### src/rtl/serv_csr_seq.sv
// rtl/serv_csr_seq.sv - beat sequencer for the W-bit-per-cycle CSR datapath
// Runs INIT/EXEC/TRAP passes of 32/W beats and pulses o_ack when the sequence ends.
module serv_csr_seq #(
  parameter  int W  = 8,
  localparam int NB = 32 / W,
  localparam int CW = (NB > 1) ? $clog2(NB) : 1
) (
  input  logic          i_clk,
  input  logic          i_rst_n,
  input  logic          i_req,
  input  logic          i_two_pass,
  input  logic          i_trap_req,
  input  logic          i_halt,
  output logic          o_busy,
  output logic          o_init,
  output logic          o_en,
  output logic          o_trap,
  output logic [CW-1:0] o_cnt,
  output logic          o_cnt0to3,
  output logic          o_cnt3,
  output logic          o_cnt7,
  output logic          o_cnt_done,
  output logic          o_ack
);

  typedef enum logic [2:0] {
    S_IDLE,
    S_INIT,
    S_EXEC,
    S_TRAP,
    S_ACK
  } state_t;

  // Beat indices whose bit range contains bits 0..3, bit 3, bit 7 and bit 31.
  localparam logic [CW-1:0] K_LOW  = CW'(3 / W);
  localparam logic [CW-1:0] K_BIT3 = CW'(3 / W);
  localparam logic [CW-1:0] K_BIT7 = CW'(7 / W);
  localparam logic [CW-1:0] K_LAST = CW'(NB - 1);

  state_t        state, state_nxt;
  logic [CW-1:0] cnt, cnt_nxt;
  logic          active;
  logic          last;

  always_ff @(posedge i_clk or negedge i_rst_n) begin
    if (!i_rst_n) begin
      state <= S_IDLE;
      cnt   <= '0;
    end else begin
      state <= state_nxt;
      cnt   <= cnt_nxt;
    end
  end

  assign active = (state == S_INIT) || (state == S_EXEC) || (state == S_TRAP);
  assign last   = (cnt == K_LAST);

  always_comb begin
    state_nxt = state;
    cnt_nxt   = cnt;
    case (state)
      S_IDLE: begin
        if (i_trap_req)   state_nxt = S_TRAP;
        else if (i_req)   state_nxt = i_two_pass ? S_INIT : S_EXEC;
      end
      S_INIT, S_EXEC, S_TRAP: begin
        if (!i_halt) begin
          if (last) begin
            cnt_nxt   = '0;
            state_nxt = (state == S_INIT) ? S_EXEC : S_ACK;
          end else begin
            cnt_nxt = cnt + CW'(1);
          end
        end
      end
      S_ACK:   state_nxt = S_IDLE;
      default: state_nxt = S_IDLE;
    endcase
  end

  assign o_busy     = active;
  assign o_init     = (state == S_INIT);
  assign o_trap     = (state == S_TRAP);
  assign o_en       = active && !i_halt;
  assign o_ack      = (state == S_ACK);
  assign o_cnt      = cnt;
  assign o_cnt0to3  = active && (cnt <= K_LOW);
  assign o_cnt3     = active && (cnt == K_BIT3);
  assign o_cnt7     = active && (cnt == K_BIT7);
  assign o_cnt_done = active && last;

endmodule
### config.mk
export PLATFORM = sky130hd
export DESIGN_NAME = serv_csr_seq
export DESIGN_NICKNAME = d
export VERILOG_FILES = /design/src/rtl/serv_csr_seq.sv
export SDC_FILE = /design/constraint.sdc
export NUM_CORES = 1
export LEC_CHECK = 0
export BUFFER_PORTS_ARGS = -buffer_cell sky130_fd_sc_hd__clkbuf_2
export CELL_PAD_IN_SITES_DETAIL_PLACEMENT = 1
export CELL_PAD_IN_SITES_GLOBAL_PLACEMENT = 1
export CORE_AREA = 2 2 39 41
export DETAILED_ROUTE_END_ITERATION = 10
export DIE_AREA = 0 0 41 43
export GPL_ROUTABILITY_DRIVEN = 1
export PLACE_DENSITY_LB_ADDON = 0.1
export SYNTH_ARGS = -nofsm -noshare
export SYNTH_HDL_FRONTEND = slang
export SYNTH_SLANG_ARGS = --single-unit
export TNS_END_PERCENT = 5
### constraint.sdc
create_clock -name i_clk -period 2.1 [get_ports i_clk]
set_clock_uncertainty 0.05 [all_clocks]
set_input_delay 0.315 -clock i_clk [delete_from_list [all_inputs] [get_ports i_clk]]
set_output_delay 0.315 -clock i_clk [all_outputs]
set_load 0.02 [all_outputs]
# After elaboration in Yosys (flattened, before gate mapping)
# Index checks and enable logic that the tools add are counted.
dict set report op_classes {
  addsub 1
  order_cmp 1
  n_eq_ne 8
  n_mux 8
  n_bitwise 1
  n_reduce_logical 12
}
# operator n
set ops {}
lappend ops {{3-bit two-way mux} 5}
lappend ops {{3-bit by 2-bit == test with 1-bit output (second input constant)} 2}
lappend ops {{3-bit case mux with 2 select lines} 1}
lappend ops {{1-bit logical AND} 4}
lappend ops {{2-bit two-way mux} 2}
lappend ops {{2-bit != test (second input constant)} 2}
lappend ops {{3-bit by 1-bit == test with 1-bit output (second input constant)} 1}
lappend ops {{3-bit == test (second input constant)} 1}
lappend ops {{3-bit zero test} 1}
lappend ops {{3-bit != test (second input constant)} 1}
lappend ops {{3-bit AND reduction} 1}
lappend ops {{3-bit OR reduction} 1}
lappend ops {{2-bit by 1-bit adder with 2-bit output (second input constant)} 1}
lappend ops {{2-bit == test (second input constant)} 1}
lappend ops {{2-bit by 1-bit less-or-equal comparator with 1-bit output (second input constant)} 1}
lappend ops {{2-bit zero test} 1}
lappend ops {{1-bit logical OR} 2}
lappend ops {{2-bit AND reduction} 1}
lappend ops {{1-bit zero test} 1}
lappend ops {{1-bit NOT} 1}
dict set report totals {
  register_bits 5
  in_bits 6
  word_cells 33
}

# Longest topological paths before layout
# Gate-level depths: netlist (run 1).
dict set report depth {
  depth_word 5
  depth_mapped 4
}

# Worst setup path before layout (run 1)
# No wires, ideal clock.
dict set report synth_path {
  path_type {reg-to-output}
  from {register state[1]}
  to {output port o_cnt3}
  arrival_time_ns 1.331
  t_required_ns 1.735
  path_slack_ns 0.404
  stages_incl_launch_ff 5
  path_buffers 1
  path_cell_list {dfrtp_1 -> nor2_2 -> nor2_1 -> and2_1 -> buf_4}
}
dict set report synth_via {
  elab_chain_cells 4
  elab_cells_between_ends 6
  classes_between {eq/ne (3); reduce/logical (3)}
}
# item line
set synth_rtl {}
lappend synth_rtl {{from (decl)} 40} ;# state_t state, state_nxt;
lappend synth_rtl {{from (signal assigned)} 50} ;# state <= state_nxt;
lappend synth_rtl {{3-bit by 1-bit == test with 1-bit output or 3-bit by 2-bit == test with 1-bit output (tied branches)} 55} ;# assign active = (state == S_INIT) || (state == S_EXEC) || (state == S_TRAP);
lappend synth_rtl {{1-bit logical OR} 55}
lappend synth_rtl {{1-bit logical OR *} 55}
lappend synth_rtl {{net o_busy} 14} ;# output logic o_busy,
lappend synth_rtl {{1-bit logical AND *} 88} ;# assign o_cnt3 = active && (cnt == K_BIT3);
lappend synth_rtl {{to (decl)} 20} ;# output logic o_cnt3,
# The timed path passes the listed nets; every way through them passes the cells marked *.

# Worst setup path in the final report (run 1)
dict set report layout_path {
  from {register state[1]}
  to {output port o_cnt0to3}
}
dict set report layout_via {
  elab_chain_cells 4
  elab_cells_between_ends 6
  classes_between {eq/ne (3); reduce/logical (3)}
}
# item line
set layout_rtl {}
lappend layout_rtl {{3-bit by 1-bit == test with 1-bit output or 3-bit by 2-bit == test with 1-bit output (tied branches)} 55}
lappend layout_rtl {{1-bit logical OR} 55}
lappend layout_rtl {{1-bit logical OR *} 55}
lappend layout_rtl {{1-bit logical AND *} 87} ;# assign o_cnt0to3 = active && (cnt <= K_LOW);
lappend layout_rtl {{to (decl)} 19} ;# output logic o_cnt0to3,
# Mark *: on every way between the ends. The rest lies on a longest branch, timed or not.

==> results.sh, run 1 <==
export IMPL_grt_pass1_wl_mm=1.255
export IMPL_start_util=0.2414
export IMPL_clockPowerShare=0.145
export IMPL_grt_max_degree=9
export IMPL_hold_viol_final=0
export IMPL_drt_iter0_markers=5
export IMPL_power_switching_uw=378.2
export IMPL_max_slew_worst_pin_slew_ps=287.0
export IMPL_finalMaxSlewViolations=0
export IMPL_p_int_uw=412.6
export IMPL_drc=0
export IMPL_ios=17
export IMPL_die_area_um2=1763
export IMPL_area_delta_synth_final_pct=36.33
export IMPL_seq_power_share=0.260
export IMPL_multi_input_area_um2=186.4
export IMPL_setup_viol=0
export IMPL_relSlewSlack=0.8087
export IMPL_dp_hpwl_um=615.4
export IMPL_setup_tns_ps=0
export IMPL_swShare=0.4783
export IMPL_syn_inst=32
export IMPL_clock_sinks=5
export IMPL_final_nets=60
export IMPL_nFillCells=172
export IMPL_grt_ovfl_total=0
export IMPL_critPathRequiredTime_ps=1740
export IMPL_path_max_fanout=6
export IMPL_cts_made_buffers=3
export IMPL_hold_worst_slack_ps=371.6
export IMPL_ys_warn_count=0
export IMPL_synth_avg_cell_area_um2=10.44
export IMPL_clk_path_buf_depth=2
export IMPL_wl_um=774
export IMPL_synthArstFlopShare=1.000
export IMPL_synth_edff_count=0
export IMPL_vias=299
export IMPL_dpl_cell_count=62
export IMPL_min_path_type="input port to async pin"
export IMPL_seqCellArea_um2=125.1
export IMPL_drive_above_1_share=0.4902
export IMPL_drtAntennaViolNets=0
export IMPL_finalWorstSetupSlack_ps=326.3
export IMPL_antenna_found_initial=0
export IMPL_synthDistinctLibCells=19
export IMPL_maxCapViolations=0
export IMPL_max_freq_mhz=563.8
export IMPL_cts_htree_levels=1
export IMPL_n_antenna_cell=0
export IMPL_ir_drop_v=0.0004953
export IMPL_clk_latency_ps=250
export IMPL_drt_pass1_iterations=4
export IMPL_dpl_worst_slack_ps=587.1
export IMPL_finalNonFillerCells=67
export IMPL_outcome="finished clean"
export IMPL_clkTransAtPathRegs_ps=40
export IMPL_arrival_ps=1410
export IMPL_syn_num_nets=40
export IMPL_rows=14
export IMPL_dieHeight_um=43
export IMPL_tritoncts="done"
export IMPL_period_share=0.8446
export IMPL_gp_congestion=0.7511
export IMPL_p_leak_uw=0.0002365
export IMPL_critPathCaptureType="primary output"
export IMPL_criticalPathCategory="flip-flop to primary output"
export IMPL_cts_root_buf="clkbuf_4"
export IMPL_routedWlPerCell_um=11.55
export IMPL_synth_ff_type="dfrtp_1"
export IMPL_coreArea_um2=1384
export IMPL_post_cts_setup_buffer_count=0
export IMPL_cellPowerDensity_nw_per_um2=1736
export IMPL_io_buffers=16
export IMPL_yosysSeqAreaShare=0.3745
export IMPL_cp_start_kind="flip-flop"
export IMPL_grtUsageTotal=0.1122
export IMPL_syn_area_um2=334.1
export IMPL_grt_pass1_vias=293
export IMPL_via_per_inst=4.463
export IMPL_min_period_ps=1774
export IMPL_rsz0062_at_grt="no"
export IMPL_finalPower_uw=790.8
export IMPL_power_combinational_fraction=0.595
export IMPL_chipWidth_um=41
export IMPL_ys_ff_latch=5
cell families (layout without fill, tap and decap cells):
kind of cell / count (synthesis) / after routing / synth area share
flip-flops: 5 / 5 / 0.3745
AND/OR/NAND/NOR: 14 / 14 / 0.3034
adder cells (fa/ha/maj): 2 / 2 / 0.07489
multiplexers: 2 / 2 / 0.08989
AO/OA/AOI/OAI: 5 / 5 / 0.08989
buffers and inverters: 4 / 23 / 0.06741
critical path: stages (launching register included):
cell	delay, ps
dfrtp_1	430
nor2_2	270
nor2_1	100
and2_1	190
clkbuf_2	160
state kept, by name, indices dropped and copies added (netlist names):
| register | count |
|---|---|
| o_cnt | 2 |
| state | 3 |
placed cells by master, fill, tap and decap left out:
master / count
a21o_1: 1
a21oi_1: 2
a22oi_1: 1
and2_1: 2
and2_2: 1
and3b_2: 1
clkbuf_1: 1
clkbuf_2: 16
clkbuf_4: 3
dfrtp_1: 5
dlygate4sd3_1: 1
ha_1: 2
inv_1: 2
mux2_4: 2
nand2b_1: 1
nor2_1: 3
nor2_2: 1
nor2b_1: 1
nor3_4: 1
nor3b_1: 2
nor4bb_1: 1
o21ai_0: 1
power groups by stage:
| stage | registers (uW) | logic [uW] | clock network, uW |
|---|---|---|---|
| final | 205 | 471 | 115 |
| after global routing | 218 | 523 | 124 |
| after CTS | 207 | 483 | 120 |
| after detailed placement | 208 | 478 | 0 |
| after global placement | 198 | 475 | 0 |
| after floorplan | 215 | 344 | 0 |
stage by stage:
step,instance area [um2],util
final,455.4,0.3291
after global routing,455.4,0.3291
after CTS,455.4,0.3291
after detailed placement,419.2,0.3029
after global placement,419.2,0.3029
after floorplan,334.1,-
cell usage after synthesis, types with 2 or more instances:
| library cell | instances | share of area |
|---|---|---|
| a21oi_1 | 2 | 0.030 |
| and2_1 | 2 | 0.037 |
| buf_4 | 2 | 0.045 |
| dfrtp_1 | 5 | 0.37 |
| ha_1 | 2 | 0.075 |
| inv_1 | 2 | 0.022 |
| mux2_4 | 2 | 0.090 |
| nor2_1 | 3 | 0.034 |
| nor3b_1 | 2 | 0.045 |
path summary, 6_finish.rpt:
path                       startpoint  slack, ps  cells past startpoint   endpoint
max                          state[1]        330                      4  o_cnt0to3
min                           i_rst_n        370                      2   state[1]
max reg2reg                  o_cnt[0]        820                      4   state[1]
min reg2reg                  o_cnt[1]        520                      1   o_cnt[1]
max in group asynchronous     i_rst_n       1490                      2   o_cnt[1]
min in group i_clk         i_trap_req        370                      3   state[1]
area by class of cell:
type,instances,area share
tap,16,0.04396
sequential,5,0.2747
inverter,2,0.01648
multi-input combinational,23,0.4093
clock buffer,4,0.05769
timing repair buffer,17,0.1978
layer usage:
layer  track usage  share of wire  up-vias
met3       0.03665           0.10        2
li1              -              -      145
met4        0.1000          0.032        0
met1        0.1118           0.38      137
met2        0.1719           0.48       15
met5             0              0        -
what timing repair did:
item                                   CTS  global route
gates resized for setup                  0             0
hold buffers                             1             0
endpoints found under the hold margin    5             0
Power figures use the tool's default switching activity.
==> inputs of run 2 (changes only) <==
Settings changed: ABC_AREA set to 1, CORE_AREA 2 2 39 41 to unset, CORE_UTILIZATION set to 28, DIE_AREA 0 0 41 43 to unset.
Clock period 2.1 ns to 1.75 ns, I/O delays scaled along.
==> run 2 against run 1 <==
Effect of this change: critical endpoint is now o_cnt3; register-to-register slack worse by 190 ps; core utilization is 9.0 points higher; synthesized area is 9.4% higher; cell area is 6.3% higher; largest cell class unchanged; critical path type unchanged; via count is 19% higher; cell count is 28% higher.
==> results.sh, run 2 <==
export IMPL_outcome="finished clean"
export IMPL_ys_top_cells_by_count="13 x nand2_1, 9 x inv_1, 8 x nor2_1"
export IMPL_swShare=0.5374
export IMPL_criticalPathCategory="flip-flop to primary output"
export IMPL_clk_latency_ps=240
export IMPL_synth_avg_cell_area_um2=6.893
export IMPL_final_common_cell="clkbuf_2"
export IMPL_grt_pass1_wl_mm=1.152
export IMPL_syn_inst=53
export IMPL_synth_edff_count=0
export IMPL_yosysSeqAreaShare=0.3425
export IMPL_n_antenna_cell=0
export IMPL_synthTopCellsByArea="dfrtp_1 34%, nand2_1 13%, inv_1 9.2%"
export IMPL_cp_start_kind="flip-flop"
export IMPL_met3_usage=0.05233
export IMPL_power_switching_uw=554.8
export IMPL_largest_reg_flops=3
export IMPL_min_path_type="input port to flip-flop"
export IMPL_setup_viol=0
export IMPL_routedWlPerCell_um=8.500
export IMPL_path_max_fanout=7
export IMPL_clkTransAtPathRegs_ps=40
export IMPL_relSlewSlack=0.8779
export IMPL_grt_ovfl_total=0
export IMPL_min_period_ps=1637
export IMPL_chipWidth_um=38.12
export IMPL_ys_warn_count=0
export IMPL_final_util=0.4188
export IMPL_setup_tns_ps=0
export IMPL_dp_hpwl_um=631.7
export IMPL_p_int_uw=477.6
export IMPL_syn_area_um2=365.4
export IMPL_nFillCells=168
export IMPL_drtAntennaViolNets=0
export IMPL_fin_area_um2=484.2
export IMPL_critPathRequiredTime_ps=1440
export IMPL_vias=356
export IMPL_max_slew_worst_pin_slew_ps=182.4
export IMPL_drt_iter0_markers=3
export IMPL_finalMaxSlewViolations=0
export IMPL_rows=12
export IMPL_synth_top_cell_by_area="dfrtp_1"
export IMPL_antenna_found_initial=0
export IMPL_final_nets=81
export IMPL_tritoncts="done"
export IMPL_gr_usage_met1=0.1855
export IMPL_cellPowerDensity_nw_per_um2=2132
export IMPL_ys_ff_latch=5
export IMPL_busiest_layer="met1"
export IMPL_maxCapViolations=0
export IMPL_placed_area_um2=447.9
export IMPL_ir_drop_v=0.0009579
export IMPL_synth_most_common_cell="nand2_1"
export IMPL_clk_path_buf_depth=2
export IMPL_rrSetupSlack_ps=630
export IMPL_hold_viol_final=0
export IMPL_rsz0062_at_grt="no"
export IMPL_synth_ff_type="dfrtp_1"
export IMPL_p_leak_uw=0.0003058
export IMPL_dieHeight_um=38.12
export IMPL_grt_pass1_vias=282
export IMPL_ios=17
export IMPL_synth_top_cell_area_share=0.3425
export IMPL_drive_above_1_share=0.3472
export IMPL_critPathCaptureType="primary output"
export IMPL_start_util=0.3160
export IMPL_grt_use_met2=0.1356
export IMPL_clockPowerShare=0.127
export IMPL_via_per_inst=4.140
export IMPL_coreArea_um2=1156
export IMPL_wl_um=731
export IMPL_period_share=0.9353
export IMPL_cts_htree_levels=1
export IMPL_area_delta_synth_final_pct=32.53
export IMPL_synthArstFlopShare=1.000
export IMPL_drt_pass1_iterations=2
export IMPL_drc=0
export IMPL_largest_register="state"
export IMPL_ff2ff_path_depth=5
export IMPL_arrival_ps=1320
export IMPL_syn_num_nets=61
export IMPL_grt_max_degree=8
export IMPL_power_combinational_fraction=0.654
export IMPL_multi_input_area_um2=183.9
export IMPL_grtUsageTotal=0.1166
export IMPL_hold_path_depth=4
export IMPL_cts_root_buf="clkbuf_4"
export IMPL_clock_sinks=5
export IMPL_die_area_um2=1453
export IMPL_final_cell_mix="14 x clkbuf_2, 13 x nand2_1, 9 x inv_1"
export IMPL_max_freq_mhz=610.9
export IMPL_seq_power_share=0.218
export IMPL_io_buffers=16
export IMPL_gp_congestion=0.6552
export IMPL_seqCellArea_um2=125.1
export IMPL_synthDistinctLibCells=12
export IMPL_cts_made_buffers=3
## run 2: changes by cell type after synthesis, moves of 3 or more
cell / previous run / this run
inv_1: 2 / 9
nand3_1: 0 / 5
nand2_1: 0 / 13
nor2_1: 3 / 8
nand2_4: 0 / 3
## run 2: through the flow
stage	worst slack, ps	hold slack, ps	instances	power [uW]
2_1_floorplan	114.7	-83.09	53	752.4
3_3_place_gp	368.0	31.56	81	910.9
3_5_place_dp	338.6	32.91	81	915.7
4_1_cts	66.43	298.4	86	1056
5_1_grt	5.503	312.5	86	1143
6_report	113.2	296.7	86	1032
## run 2: cells by family (layout without fill, tap and decap cells)
group | count (synthesis) | count (layout) | synth area share
AO/OA/AOI/OAI | 2 | 2 | 0.02740
flip-flops | 5 | 5 | 0.3425
buffers and inverters | 13 | 32 | 0.1541
AND/OR/NAND/NOR | 31 | 31 | 0.4075
adder cells (fa/ha/maj) | 2 | 2 | 0.06848
## run 2: what timing repair did
action                                 4_1_cts  5_1_grt
resized for setup                            0        2
setup endpoints to repair                    0        3
hold buffers                                 1        0
endpoints found under the hold margin        5        0
buffers inserted                             0        0
## run 2: area by class of cell
| cell class | count | area share |
|---|---|---|
| Inverter | 11 | 0.08527 |
| Multi-Input combinational cell | 35 | 0.3798 |
| Tap cell | 14 | 0.03618 |
| Sequential cell | 5 | 0.2584 |
| Clock buffer | 4 | 0.05426 |
| Timing Repair Buffer | 17 | 0.1860 |
## run 2: critical path, cell delays in order, from the launching register on
cell and delay (ps):
dfrtp_1 360, inv_2 100, nand2_1 110, nand2_4 120, inv_1 60, nor2_1 130, clkbuf_2 190
## run 2: power by group through the flow
stage          Combinational, uW  Clock (uW)  Sequential, uW
2_1_floorplan                509           0             243
3_3_place_gp                 683           0             227
3_5_place_dp                 688           0             228
4_1_cts                      692         138             227
5_1_grt                      768         141             234
6_report                     676         131             226
## run 2: final timing paths
check / startpoint / endpoint
max: state[2] / o_cnt3
min: i_halt / o_cnt[0]
max reg2reg: state[1] / state[1]
min reg2reg: o_cnt[0] / o_cnt[0]
max in group asynchronous: i_rst_n / state[1]
min in group asynchronous: i_rst_n / o_cnt[0]
## run 2: per-layer routing
metal / wire (um) / share of wire
met5: 0 / 0
met2: 276 / 0.38
met4: 0 / 0
met1: 404 / 0.55
met3: 50 / 0.068
